File: config.mk
export PLATFORM = sky130hd
export DESIGN_NAME = wb_tlc_cpl
export DESIGN_NICKNAME = d
export VERILOG_FILES = /design/src/rtl/wb_tlc_pkg.sv /design/src/rtl/wb_tlc_bytecnt.sv /design/src/rtl/wb_tlc_cpl.sv
export SDC_FILE = /design/constraint.sdc
export NUM_CORES = 1
export LEC_CHECK = 0
export CORE_AREA = 2 2 134 136
export DETAILED_ROUTE_END_ITERATION = 6
export DIE_AREA = 0 0 136 138
export PLACE_DENSITY_LB_ADDON = 0.3
export SYNTH_ARGS = -nofsm -noshare
export SYNTH_HDL_FRONTEND = slang
export SYNTH_SLANG_ARGS = --single-unit
File: constraint.sdc
create_clock -name wb_clk -period 6.8 [get_ports wb_clk]
set_input_delay 0.68 -clock wb_clk [delete_from_list [all_inputs] [get_ports wb_clk]]
set_output_delay 0.68 -clock wb_clk [all_outputs]
set_load 0.005 [all_outputs]
File: src/rtl/wb_tlc_pkg.sv
// Shared constants for the TLC Wishbone target completion path.
package wb_tlc_pkg;

    localparam logic [1:0] FMT_CPL  = 2'b00;
    localparam logic [1:0] FMT_CPLD = 2'b10;
    localparam logic [4:0] TYPE_CPL = 5'b01010;

    localparam logic [2:0] CPL_SC = 3'b000;
    localparam logic [2:0] CPL_UR = 3'b001;

    typedef enum logic [1:0] {
        IDLE = 2'd0,
        REQ  = 2'd1,
        HDR  = 2'd2,
        LAST = 2'd3
    } cpl_state_t;

    // Wishbone little-endian lane to PCIe byte order.
    function automatic logic [31:0] bswap32(input logic [31:0] d);
        return {d[7:0], d[15:8], d[23:16], d[31:24]};
    endfunction

endpackage

File: src/rtl/wb_tlc_bytecnt.sv
// Maps a completion's first byte enables to its byte count and lower address bits.
module wb_tlc_bytecnt (
    input  logic [3:0] first_be,
    output logic [2:0] byte_count,
    output logic [1:0] la
);

    always_comb begin
        byte_count = 3'd1;
        casez (first_be)
            4'b1??1:                   byte_count = 3'd4;
            4'b01?1, 4'b1?10:          byte_count = 3'd3;
            4'b0011, 4'b0110, 4'b1100: byte_count = 3'd2;
            default:                   byte_count = 3'd1;
        endcase
    end

    // Offset of the lowest enabled byte; no enables reads as offset 0.
    always_comb begin
        la = 2'b00;
        casez (first_be)
            4'b???1: la = 2'b00;
            4'b??10: la = 2'b01;
            4'b?100: la = 2'b10;
            4'b1000: la = 2'b11;
            default: la = 2'b00;
        endcase
    end

endmodule

File: src/rtl/wb_tlc_cpl.sv
// Completion TLP generator: captures a finished Wishbone read and streams a
// 3-DW-header Cpl/CplD to the PCIe transmit interface in two 64-bit beats.
module wb_tlc_cpl
    import wb_tlc_pkg::*;
#(
    parameter int c_DATA_WIDTH = 64
) (
    input  logic                    wb_clk,
    input  logic                    rst,
    input  logic                    cpl_req,
    input  logic [23:0]             tran_id,
    input  logic [9:0]              tran_length,
    input  logic [7:0]              tran_be,
    input  logic [4:0]              tran_addr,
    input  logic [2:0]              tran_tc,
    input  logic [1:0]              tran_attr,
    input  logic [c_DATA_WIDTH-1:0] rd_data,
    input  logic [15:0]             completer_id,
    input  logic                    tx_rdy,
    output logic                    tx_req,
    output logic [c_DATA_WIDTH-1:0] tx_data,
    output logic                    tx_st,
    output logic                    tx_end,
    output logic                    tx_dwen,
    output logic                    cpl_busy,
    output logic                    cpl_ovf
);

    cpl_state_t  state;
    logic [23:0] id_q;
    logic [9:0]  len_q;
    logic [3:0]  fbe_q;
    logic [4:0]  addr_q;
    logic [2:0]  tc_q;
    logic [1:0]  attr_q;
    logic [31:0] data_q;
    logic [15:0] cid_q;

    logic [2:0]  bc;
    logic [1:0]  la;
    logic        is_cpld;
    logic [11:0] bc12;
    logic [31:0] dw0, dw1, dw2;
    logic [63:0] beat0, beat1;

    // Last-DW enables play no part in a single-DW completion.
    logic unused_last_be;
    assign unused_last_be = ^tran_be[3:0];

    wb_tlc_bytecnt u_bytecnt (
        .first_be   (fbe_q),
        .byte_count (bc),
        .la         (la)
    );

    // Only single-DW reads complete with data; anything else is Unsupported Request.
    assign is_cpld = (len_q == 10'd1);
    assign bc12    = is_cpld ? {9'd0, bc} : 12'd4;
    assign dw0     = {1'b0, (is_cpld ? FMT_CPLD : FMT_CPL), TYPE_CPL, 1'b0, tc_q,
                      4'b0, 2'b0, attr_q, 2'b0, (is_cpld ? len_q : 10'd0)};
    assign dw1     = {cid_q, (is_cpld ? CPL_SC : CPL_UR), 1'b0, bc12};
    assign dw2     = {id_q, 1'b0, addr_q, la};
    assign beat0   = {dw0, dw1};
    assign beat1   = {dw2, (is_cpld ? data_q : 32'h0)};

    always_ff @(posedge wb_clk or posedge rst) begin
        if (rst) begin
            state    <= IDLE;
            tx_req   <= 1'b0;
            tx_data  <= '0;
            tx_st    <= 1'b0;
            tx_end   <= 1'b0;
            tx_dwen  <= 1'b0;
            cpl_busy <= 1'b0;
            cpl_ovf  <= 1'b0;
            id_q     <= '0;
            len_q    <= '0;
            fbe_q    <= '0;
            addr_q   <= '0;
            tc_q     <= '0;
            attr_q   <= '0;
            data_q   <= '0;
            cid_q    <= '0;
        end else begin
            if (cpl_req && state != IDLE)
                cpl_ovf <= 1'b1;
            case (state)
                IDLE: if (cpl_req) begin
                    state    <= REQ;
                    tx_req   <= 1'b1;
                    cpl_busy <= 1'b1;
                    id_q     <= tran_id;
                    len_q    <= tran_length;
                    fbe_q    <= tran_be[7:4];
                    addr_q   <= tran_addr;
                    tc_q     <= tran_tc;
                    attr_q   <= tran_attr;
                    cid_q    <= completer_id;
                    data_q   <= bswap32(tran_addr[0] ? rd_data[63:32] : rd_data[31:0]);
                end
                REQ: if (tx_rdy) begin
                    state   <= HDR;
                    tx_st   <= 1'b1;
                    tx_data <= beat0;
                end
                HDR: if (tx_rdy) begin
                    state   <= LAST;
                    tx_req  <= 1'b0;
                    tx_st   <= 1'b0;
                    tx_end  <= 1'b1;
                    tx_dwen <= ~is_cpld;
                    tx_data <= beat1;
                end
                LAST: if (tx_rdy) begin
                    state    <= IDLE;
                    tx_end   <= 1'b0;
                    tx_dwen  <= 1'b0;
                    tx_data  <= '0;
                    cpl_busy <= 1'b0;
                end
                default: state <= IDLE;
            endcase
        end
    end

endmodule

==> reports/qor.txt, run 1 <==
Vias per cell - 5.04
Initial DRT Pass Iterations - 4
Finished Cell Area - 0.00963 mm2
Most frequent cells in the layout - clkdlybuf4s50_1 (200), dfrtp_1 (168), mux2_2 (65)
Worst vdd ir - 194 uV
IO Pins - 206
Worst slew pin tran - 1.24 ns
Antenna violations before repair - 0
Max Slew Vio Count - 0
Area leader, netlist - dfrtp_1
Post-synthesis average cell area - 12.3 um2
WL/cell - 17.3 um
Post-synthesis sequential area ratio - 0.615
Synth Cell Area - 0.00684 mm2
Global-route wire length before repair - 27,000 um
Clk_skew - 0.0110 ns
Path type of the worst min-delay path - reg -> reg
Worst-case clock buffer depth - 2
Final Cycle Share - 0.456
Final GP Congestion - 0.771
Leak pwr - 4.20 nW
Fmax - 0.322 GHz
Die area - 0.0188 mm2
Number of enable flip-flop cells after synthesis - 0
Kind of critical path - reg -> reg
Clock latency at the later pin of the worst-skew pair - 0.43 ns
Reg clk slew, reported paths - 0.06 ns
Max FO, Critical Path - 32
Async S/R FF share, synth - 1.00
Internal power - 2.81 mW
Post-CTS setup repair buffer count - 0
Placed cell count - 951
Chip height - 138 um
Clock share of power - 0.233
Fin crit period - 3.10 ns
R2R Path End - tx_data[17]
Detailed Route WL - 17,000 um
Vias - 4,950
Overflow after GRT - 0
Detailed placement HPWL - 11,600 um
Crit start category - flip-flop
Crit path required time - 7.15 ns
Largest net degree at the start of global routing - 91
Resize count post-CTS - 0
CTS tree - yes
Synth Register Bits - 168
Reg power frac - 0.406
# nets final - 881
Port buffer count - 201
Reg-to-Reg Start - state[0]
Reg2Reg Setup Slack - 3.70 ns
Synthesized net count - 694
Core Util, Final - 0.549
Gr usage total - 0.186
Main synth FF type - dfrtp_1
Final Setup Violations - 0
Non-Filler Instances - 983
Max-cap violation count - 0
Post-synth top area share - 0.615
Syn Inst Count - 554
Outcome - completed
Die X - 136 um
H-tree depth - 4
Initial core utilization - 0.390
Net Sw Power - 1.41 mW
Core area - 0.0175 mm2
Detailed Route Iter0 Violations - 208
Sw frac - 0.334
YS warnings - 0
Diode count - 0
Site Rows - 49
Area contributors post-synth - dfrtp_1 (61%), mux2_2 (11%), mux2i_1 (4.7%)
Worst Setup End Kind - flip-flop
Post-DP Area - 0.00903 mm2
CP arrival - 3.45 ns
Crit path launch - state[0]
Clock root cell - clkbuf_16
Synth-to-layout area growth - 40.8%
Total CTS buffers - 17
Final hold violations - 0
Post-synthesis cell type count - 35
Slew headroom - 0.170
R2R depth - 7
RSZ-0062 raised after global routing - no
Setup TNS - 0 ns
CP endpoint - tx_data[17]
Hold_buf cts - 0
DRT antenna net count - 0
Share of cells above drive strength 1 - 0.151
Drt drc - 0
Commonest non-fill, non-tap cell in the layout - clkdlybuf4s50_1
Number of global-route vias before repair - 5,163
Clock sinks - 168
Logic pwr share - 0.360
Pwr/cell area - 438 mW/mm2
registers in the layout, indices dropped and copies added, names as in the netlist, 2 cells and up:
signal	cells
fbe_q	4
attr_q	2
cid_q	16
tx_data	64
len_q	10
data_q	32
tc_q	3
addr_q	5
state	2
id_q	24
power by group through the flow:
stage	logic (mW)	clock network, mW	registers (mW)
final	1.52	0.985	1.72
after detailed placement	1.55	0	1.73
after global routing	1.69	1.05	1.77
after floorplan	0.894	0	1.68
after global placement	1.49	0	1.70
after CTS	1.55	1.01	1.72
through the flow:
stage                     power, mW  hold slack, ns  worst slack [ns]
after detailed placement       3.28           0.456              3.66
after floorplan                2.57           0.449              1.57
after global routing           4.51           0.507              3.46
final                          4.22           0.481              3.70
after global placement         3.19           0.456              3.75
after CTS                      4.28           0.482              3.67
worst max-delay path: stages (launching register included):
cell and delay (ns):
dfrtp_1 0.42, inv_1 0.10, ha_1 0.73, nor3_1 0.22, o21ai_4 0.78, buf_4 0.50, a221oi_1 0.10, nor2_1 0.17
synth_stat cells, drive strengths merged (4+ instances only):
master,n
a21oi,13
a221oi,21
a22o,30
a31oi,4
buf,13
clkbuf,25
dfrtp,168
ha,4
inv,6
mux2,65
mux2i,32
nand2,53
nand3,4
nor2,53
nor3,4
o21ai,43
metal layers:
layer  vias up  share of wire  global-route usage
li1       2336              -                   -
met5         -              0                   0
met4         0          0.016              0.0587
met2       165           0.48               0.307
met1      2431           0.44               0.236
met3        18          0.063              0.0539
worst min path at each step:
stage / start / end / slack (ns) / depth (start not counted)
final: cpl_ovf / cpl_ovf / 0.48 / 1
after global routing: id_q[15] / tx_data[55] / 0.51 / 1
after CTS: tx_data[34] / tx_data[34] / 0.48 / 2
after detailed placement: cpl_ovf / cpl_ovf / 0.46 / 1
after global placement: tx_data[38] / tx_data[38] / 0.46 / 2
after floorplan: data_q[13] / data_q[13] / 0.45 / 2
cell families after synthesis:
family                   synth area share
buffers and inverters              0.0278
flip-flops                          0.615
AND/OR/NAND/NOR                    0.0781
adder cells (fa/ha/maj)           0.00732
AO/OA/AOI/OAI                       0.118
multiplexers                        0.154
cell type report:
type | count | area [um2]
Clock buffer | 18 | 439
Clock inverter | 14 | 163
Fill cell | 1475 | 7900
Inverter | 6 | 27.5
Multi-Input combinational cell | 342 | 2470
Sequential cell | 168 | 4200
Tap cell | 229 | 287
Timing Repair Buffer | 206 | 2040
No activity file was read; power rests on OpenSTA's default activity.
==> run 2: changes to the inputs <==
==> constraint.sdc (replaced) <==
create_clock -name wb_clk -period 2.7 [get_ports wb_clk]
set_input_delay 0.27 -clock wb_clk [delete_from_list [all_inputs] [get_ports wb_clk]]
set_output_delay 0.27 -clock wb_clk [all_outputs]
set_load 0.005 [all_outputs]
==> run 2 against run 1 <==
Net effect:
- utilization is 0.51 points higher
- fmax increased by 41%
- clock skew increased by 0.0021 ns
- count of clock-buffer cells in the layout rose by 1
- sequential power grew to 2.5 times the previous value
==> reports/qor.txt, run 2 (synthesis results as in run 1) <==
Drt drc - 0 (unchanged)
Chip height - 138 um (unchanged)
Gr usage total - 0.187 (+0.00103)
Kind of cell adding the most delay to the critical path - simple AND/OR/NAND/NOR gates
Final Setup Violations - 0 (unchanged)
WL/cell - 16.9 um (-2.2%)
Post-CTS setup repair buffer count - 0 (unchanged)
Final hold violations - 0 (unchanged)
Detailed Route Iter0 Violations - 235 (+13%)
Reg2Reg Setup Slack - 0.51 ns (-3.19 ns)
Max FO, Critical Path - 12 (-63%)
Worst Path Buf+Inv - 0 (-2)
Crit path required time - 3.06 ns (-4.09 ns)
Highest routed layer - met4
CTS tree - yes
Setup TNS - 0 ns (unchanged)
Synth-to-layout area growth - 42.1%
Final Cycle Share - 0.812 (+0.356)
WL met3 - 1050 um (-2.2%)
Initial DRT Pass Iterations - 4 (unchanged)
Antenna violations before repair - 0 (unchanged)
Port buffer count - 201 (unchanged)
Resize count post-CTS - 0 (unchanged)
Number of global-route vias before repair - 5,278 (+2.2%)
Clk_skew - 0.0131 ns (+0.00206 ns)
Max Slew Vio Count - 0 (unchanged)
Max FFs per register - 64 (unchanged)
Share of cells above drive strength 1 - 0.159 (+0.00739)
Final GP Congestion - 0.763 (-1.1%)
Most flops, register - tx_data
Max-cap violation count - 0 (unchanged)
Final setup margin - 0.507 ns (-3.19 ns)
Worst slew pin tran - 0.813 ns (-0.423 ns)
Critical path depth - 4 (-3)
Fin crit period - 2.19 ns (-0.910 ns)
Diode count - 0 (unchanged)
Crit start category - flip-flop
Vias per cell - 5.10 (+1.3%)
Worst Setup End Kind - flip-flop
CP arrival - 2.56 ns (-0.89 ns)
Slowest CP cell - or4b_1
Largest net degree at the start of global routing - 105 (+15%)
IO Pins - 206 (unchanged)
Reg clk slew, reported paths - 0.06 ns (about the same)
Core area - 0.0175 mm2 (unchanged)
Path type of the worst min-delay path - in -> async
Clock latency at the later pin of the worst-skew pair - 0.43 ns (about the same)
Die area - 0.0188 mm2 (unchanged)
R2R Path End - tx_data[5]
Worst vdd ir - 633 uV (+230%)
Global-route wire length before repair - 27,500 um (+1.7%)
DRT antenna net count - 0 (unchanged)
Initial core utilization - 0.390 (unchanged)
Crit path launch - len_q[1]
# nets final - 890 (+1.0%)
Kind of critical path - reg -> reg
Most frequent cells in the layout - clkdlybuf4s50_1 (200), dfrtp_1 (168), mux2_2 (65)
Dpl ws - 0.481 ns (-3.18 ns)
Met2 WL post-DR - 7890 um (-4.1%)
Fmax - 0.456 GHz (+41%)
H-tree depth - 4 (unchanged)
Worst-case clock buffer depth - 2 (unchanged)
Critical-path cell list - or4b_1 > or3_4 > nor3_4 > a22o_1
RSZ-0062 raised after global routing - no
Hold_buf cts - 0 (unchanged)
Site Rows - 49 (unchanged)
Detailed Route WL - 16,700 um (-1.3%)
Clock root cell - clkbuf_16
Vias - 5,060 (+2.2%)
Clock sinks - 168 (unchanged)
CP endpoint - tx_data[5]
Overflow after GRT - 0 (unchanged)
Met1 WL - 7470 um (+1.0%)
Biggest regs - tx_data (64), data_q (32), id_q (24)
Reg-to-Reg Start - len_q[1]
Pwr/cell area - 1090 mW/mm2 (+150%)
Total CTS buffers - 17 (unchanged)
Outcome - completed
Filler cells - 1,503 (+1.9%)
Leak pwr - 4.24 nW (+0.81%)
Detailed placement HPWL - 11,700 um (+0.58%)
Crit path largest cell delay - 0.64 ns (-0.14 ns)
R2R depth - 4 (-3)
Slew headroom - 0.458 (+0.288)
Die X - 136 um (unchanged)
Commonest non-fill, non-tap cell in the layout - clkdlybuf4s50_1
## run 2: cell count changes in the layout (fill, tap and decap cells not counted), moves of 2 or more
cell | before | now
buf_12 | 0 | 5
buf_4 | 5 | 9
clkinvlp_4 | 0 | 4
inv_6 | 7 | 4
inv_8 | 2 | 0
## run 2: final cells by class
| class | count | area [um2] | share of cell area |
|---|---|---|---|
| Clock buffer | 19 | 443 | 0.0456 |
| Clock inverter | 13 | 120 | 0.0124 |
| Inverter | 6 | 26.3 | 0.00270 |
| Multi-Input combinational cell | 342 | 2470 | 0.254 |
| Sequential cell | 168 | 4200 | 0.432 |
| Tap cell | 229 | 287 | 0.0295 |
| Timing Repair Buffer | 215 | 2170 | 0.224 |
## run 2: power by group
group / switching [mW] / total, mW / internal [mW]
combinational: 1.87 / 3.98 / 2.12
clock: 1.02 / 2.32 / 1.30
sequential: 0.652 / 4.32 / 3.67
## run 2: how the worst min path moves through the flow
| stage | cells after the start | endpoint | from | slack, ns |
|---|---|---|---|---|
| after floorplan | 1 | cpl_ovf | cpl_req | 0.39 |
| after global placement | 2 | tx_data[34] | tx_data[34] | 0.46 |
| after detailed placement | 1 | cpl_ovf | cpl_ovf | 0.45 |
| after CTS | 3 | addr_q[4] | rst | 0.39 |
| after global routing | 3 | cpl_busy | rst | 0.43 |
| final | 3 | addr_q[4] | rst | 0.34 |
## run 2: layer usage
| layer | global-route usage | vias to the layer above |
|---|---|---|
| met5 | 0 | - |
| met4 | 0.0685 | 0 |
| met3 | 0.0473 | 23 |
| met2 | 0.293 | 171 |
| met1 | 0.253 | 2502 |
| li1 | - | 2364 |
## run 2: metrics by stage
| stage | power (mW) | util | hold WS, ns | area (um2) | std cells |
|---|---|---|---|---|---|
| final | 10.6 | 0.554 | 0.340 | 9720 | 992 |
| after detailed placement | 8.39 | 0.522 | 0.453 | 9160 | 960 |
| after floorplan | 6.48 | - | 0.391 | 6840 | 554 |
| after global placement | 8.18 | 0.522 | 0.456 | 9160 | 960 |
| after global routing | 11.4 | 0.554 | 0.435 | 9720 | 992 |
| after CTS | 10.8 | 0.554 | 0.392 | 9720 | 992 |
## run 2: worst reg2reg max path, delay by kind of cell (launching register included)
| kind | cells | cell delay, ns |
|---|---|---|
| AND/OR/NAND/NOR | 3 | 1.52 |
| flip-flops | 1 | 0.38 |
| AO/OA/AOI/OAI | 1 | 0.23 |
==> run 3: changes to the inputs <==
==> constraint.sdc (replaced) <==
create_clock -name wb_clk -period 2.12 [get_ports wb_clk]
set_input_delay 0.212 -clock wb_clk [delete_from_list [all_inputs] [get_ports wb_clk]]
set_output_delay 0.212 -clock wb_clk [all_outputs]
set_load 0.005 [all_outputs]
==> run 3 against run 2 <==
Net effect:
- fmax increased by 12%
- final cell count rose by 1.7%
- register-to-register slack got worse by 0.35 ns
- clock skew down 0.00074 ns
- first-iteration DRC count shrank 3.8%
- utilization up 1.4 points
- routed wire length rose by 2.2%
- critical path type unchanged
- critical path depth increased by 4
- die area unchanged
- final area is 2.6% higher
==> reports/qor.txt, run 3 (synthesis results as in run 1) <==
Outcome - completed
Clock sinks - 168 (unchanged)
CP endpoint - tx_data[0]
Final hold violations - 0 (unchanged)
Largest net degree at the start of global routing - 50 (-52%)
RSZ-0062 raised after global routing - no
IO Pins - 206 (unchanged)
Initial core utilization - 0.390 (unchanged)
Final GP Congestion - 0.765 (+0.26%)
Reg-to-Reg Start - state[0]
Worst Setup End Kind - flip-flop
Detailed placement HPWL - 12,300 um (+5.0%)
Overflow after GRT - 0 (unchanged)
Core Util, Final - 0.569 (+0.0142)
Diode count - 0 (unchanged)
Biggest regs - tx_data (64), data_q (32), id_q (24)
Slew headroom - 0.622 (+0.164)
Commonest non-fill, non-tap cell in the layout - clkdlybuf4s50_1
R2R depth - 8 (+4)
Met1 Use GR - 0.252 (-0.00163)
Core area - 0.0175 mm2 (unchanged)
Synth-to-layout area growth - 45.8%
Fmax - 0.510 GHz (+12%)
Detailed Route Iter0 Violations - 226 (-3.8%)
Total CTS buffers - 17 (unchanged)
Filler cells - 1,447 (-3.7%)
Leak pwr - 4.38 nW (+3.2%)
GR peak layer - met2
Die X - 136 um (unchanged)
Resize count post-CTS - 0 (unchanged)
M3 GR Usage - 0.0513 (+0.00403)
Worst slew pin tran - 0.567 ns (-0.245 ns)
Path type of the worst min-delay path - in -> async
# nets final - 907 (+1.9%)
Fin crit period - 1.96 ns (-0.234 ns)
Tot Pwr - 13.9 mW (+31%)
Finished Cell Area - 0.00997 mm2 (+2.6%)
H-tree depth - 4 (unchanged)
Placed cell count - 977 (+1.8%)
Worst vdd ir - 628 uV (-0.73%)
Max FFs per register - 64 (unchanged)
Site Rows - 49 (unchanged)
Detailed Route WL - 17,100 um (+2.2%)
Reg clk slew, reported paths - 0.07 ns (about the same)
Clock latency at the later pin of the worst-skew pair - 0.43 ns (about the same)
Crit start category - flip-flop
Final setup margin - 0.161 ns (-0.346 ns)
Dpl ws - 0.178 ns (-0.302 ns)
Setup TNS - 0 ns (unchanged)
Hold slack final - 0.150 ns (-0.190 ns)
Max-cap violation count - 0 (unchanged)
Post-DP Area - 0.00937 mm2 (+2.3%)
Global-route wire length before repair - 27,300 um (-0.80%)
Antenna violations before repair - 0 (unchanged)
Hold_buf cts - 0 (unchanged)
Die area - 0.0188 mm2 (unchanged)
Clk_skew - 0.0124 ns (-0.000742 ns)
Vias - 5,137 (+1.5%)
Most flops, register - tx_data
Post-CTS setup repair buffer count - 0 (unchanged)
WL/cell - 17.0 um (+0.49%)
Worst-case clock buffer depth - 2 (unchanged)
M2 GR Usage - 0.299 (+0.00688)
Chip height - 138 um (unchanged)
DRT antenna net count - 0 (unchanged)
Crit path launch - state[0]
Gr usage total - 0.189 (+0.00138)
Non-Filler Instances - 1,009 (+1.7%)
Kind of critical path - reg -> reg
Crit path required time - 2.46 ns (-0.60 ns)
CP arrival - 2.30 ns (-0.26 ns)
Port buffer count - 201 (unchanged)
Reg2Reg Setup Slack - 0.16 ns (-0.35 ns)
Number of global-route vias before repair - 5,262 (-0.30%)
R2R Path End - tx_data[0]
Initial DRT Pass Iterations - 4 (unchanged)
Vias per cell - 5.09 (-0.19%)
Drt drc - 0 (unchanged)
Clock root cell - clkbuf_16
Pwr/cell area - 1390 mW/mm2 (+27%)
Max Slew Vio Count - 0 (unchanged)
Most frequent cells in the layout - clkdlybuf4s50_1 (200), dfrtp_1 (168), mux2_2 (65)
Max FO, Critical Path - 19 (+7)
Share of cells above drive strength 1 - 0.178 (+0.0196)
Final Setup Violations - 0 (unchanged)
Final Cycle Share - 0.924 (+0.112)
CTS tree - yes
## run 3: layout make-up
cell class | instances | area, um2 | share of cell area
tap | 229 | 287 | 0.0287
inverter | 6 | 26.3 | 0.00264
clock inverter | 13 | 144 | 0.0144
sequential | 168 | 4200 | 0.422
clock buffer | 19 | 453 | 0.0454
timing repair buffer | 232 | 2390 | 0.240
multi-input combinational | 342 | 2470 | 0.247
## run 3: report_power, final
| part | internal [mW] | switching, mW | total [mW] |
|---|---|---|---|
| Sequential | 4.67 | 0.851 | 5.53 |
| Combinational | 2.85 | 2.42 | 5.27 |
| Clock | 1.81 | 1.28 | 3.09 |
| Total | 9.33 | 4.55 | 13.9 |
## run 3: routing by layer
layer  share of wire  wire length (um)
met1            0.44              7590
met2            0.48              8250
met3           0.061              1040
met4           0.013               230
met5               0                 0
## run 3: worst min path at each step
stage,start,end,depth (start not counted)
2_1_floorplan,cpl_req,cpl_ovf,1
3_3_place_gp,cpl_ovf,cpl_ovf,1
3_5_place_dp,cpl_ovf,cpl_ovf,1
4_1_cts,rst,id_q[20],2
5_1_grt,rst,id_q[20],2
6_report,rst,tx_data[60],2
## run 3: critical path, stage by stage, from the launching register on
cell and delay [ns]:
dfrtp_1 0.41, inv_1 0.11, ha_1 0.17, buf_4 0.27
inv_1 0.12, nor4_4 0.35, buf_12 0.21, nand2_1 0.06
a31oi_1 0.17
==> RTL edit, RTL diff (config.mk and constraints of run 1) <==
Put one more register stage on the output `cpl_ovf`, with the module's reset. The value now appears one clock later. The other outputs are not delayed to match.
--- a/src/rtl/wb_tlc_cpl.sv
+++ b/src/rtl/wb_tlc_cpl.sv
@@ -25,6 +25,8 @@
     output logic                    cpl_busy,
     output logic                    cpl_ovf
 );
+
+    logic cpl_ovf_s0;
 
     cpl_state_t  state;
     logic [23:0] id_q;
@@ -72,7 +74,7 @@
             tx_end   <= 1'b0;
             tx_dwen  <= 1'b0;
             cpl_busy <= 1'b0;
-            cpl_ovf  <= 1'b0;
+            cpl_ovf_s0 <= 1'b0;
             id_q     <= '0;
             len_q    <= '0;
             fbe_q    <= '0;
@@ -83,7 +85,7 @@
             cid_q    <= '0;
         end else begin
             if (cpl_req && state != IDLE)
-                cpl_ovf <= 1'b1;
+                cpl_ovf_s0 <= 1'b1;
             case (state)
                 IDLE: if (cpl_req) begin
                     state    <= REQ;
@@ -123,5 +125,13 @@
         end
     end
 
+    always_ff @(posedge wb_clk or posedge rst) begin
+        if (rst) begin
+            cpl_ovf <= '0;
+        end else begin
+            cpl_ovf <= cpl_ovf_s0;
+        end
+    end
+
 endmodule
 
Check against the original RTL: not equivalent (Yosys sat finds a counterexample within 4 cycles, from zero or initial values and one cycle with rst high).
==> RTL edit against run 1 <==
Sequential cell count rose by 1. Area after synthesis rose by 0.37%. Wire length fell by 0.95%. Clock power fell by 2%. Global-route usage fell by 0.15 points. Synthesized cell count rose by 0.18%. Count of clock-buffer cells in the layout rose by 2. Design area rose by 0.29%. Total power fell by 0.14%. Maximum frequency rose by 6.3%. Setup slack improved by 0.18 ns. Critical endpoint is now tx_data[29]. Largest cell class unchanged. Highest routed layer unchanged.
==> RTL edit: results (changes against run 1) <==
* CP max FO at 20 (-38%)
* Post-synthesis adder-cell area fraction at 0.7290% (-0.0027 points)
* First-pass GRT wire length at 27,250 um (+0.84%)
* Cells after Synth at 555 (+0.18%)
* CP max stage delay at 1.03 ns (+0.25 ns)
* M1 wire length at 7224 um (-2.3%)
* Seq/Total Area, Yosys at 61.60% (+0.14 points)
* Met2 Routed Length at 8192 um (-0.41%)
* Fin crit period at 2.918 ns (-0.1845 ns)
* Vias post-DR at 4,971 (+0.42%)
* Clock Skews at 0.007891 ns (-0.003145 ns)
* Met3 wire length at 1196 um (+11%)
* Status: finished, final reports clean
* 1st-pass router iterations at 4 (unchanged)
* Vias in the first global route at 5,261 (+1.9%)
* Nets at 883 (+0.23%)
* Post-synthesis compound-gate area fraction at 11.79% (-0.043 points)
* Post-synthesis mux area share at 15.33% (-0.056 points)
* Place WS at 3.688 ns (+0.02489 ns)
* Drt total wl at 16,810 um (-0.95%)
* Slowest-stage cell, CP: nor4_4
* DP HPWL at 11,390 um (-1.8%)
* Gr usage total at 18.48% (-0.15 points)
* Post-Syn Nets at 695 (+0.14%)
* GPL Wtd Cong at 0.7584 (-1.7%)
* Fraction of layout cells with a size suffix above 1 at 14.95% (-0.17 points)
* Non-filler instance count after layout at 985 (+0.20%)
* Maximum vdd drop at 0.2512 mV (+30%)
* Worst slew margin at 23.84% (+6.8 points)
* DR iter-0 viols at 159 (-24%)
* Hold slack final at 0.3888 ns (-0.09199 ns)
* Pleak at 0.004198 uW (-0.15%)
* Largest net degree at the start of global routing at 90 (-1.1%)
[RTL edit: cell count changes after synthesis]
cell and change:
dfrtp_1 +1
[RTL edit: worst paths after layout]
path                       startpoint  cells past startpoint     endpoint
setup / recovery             state[0]                      6  tx_data[29]
hold / removal             cpl_ovf_s0                      0      cpl_ovf
setup reg to reg             state[0]                      6  tx_data[29]
hold reg to reg            cpl_ovf_s0                      0      cpl_ovf
max in group asynchronous         rst                      3   data_q[14]
min in group asynchronous         rst                      2  tx_data[52]
[RTL edit: routing by layer]
layer,GRT usage (%),up-vias
met5,0,-
met4,5.866,0
met3,5.171,16
met2,30.44,163
met1,23.58,2445
li1,-,2347
[RTL edit: area by class of cell]
cell class,instances,area (um2)
repair buffers,207,2052
clock buffers,20,456.7
fillers,1494,7874
well taps,229,286.5
flip-flops and latches,169,4229
multi-input cells,342,2467
clock inverters,12,141.4
inverters,6,27.53
[RTL edit: where the power goes]
part | switching (uW) | internal [uW]
clock network | 401 | 566
logic | 731 | 794
registers | 259 | 1460
total | 1390 | 2820
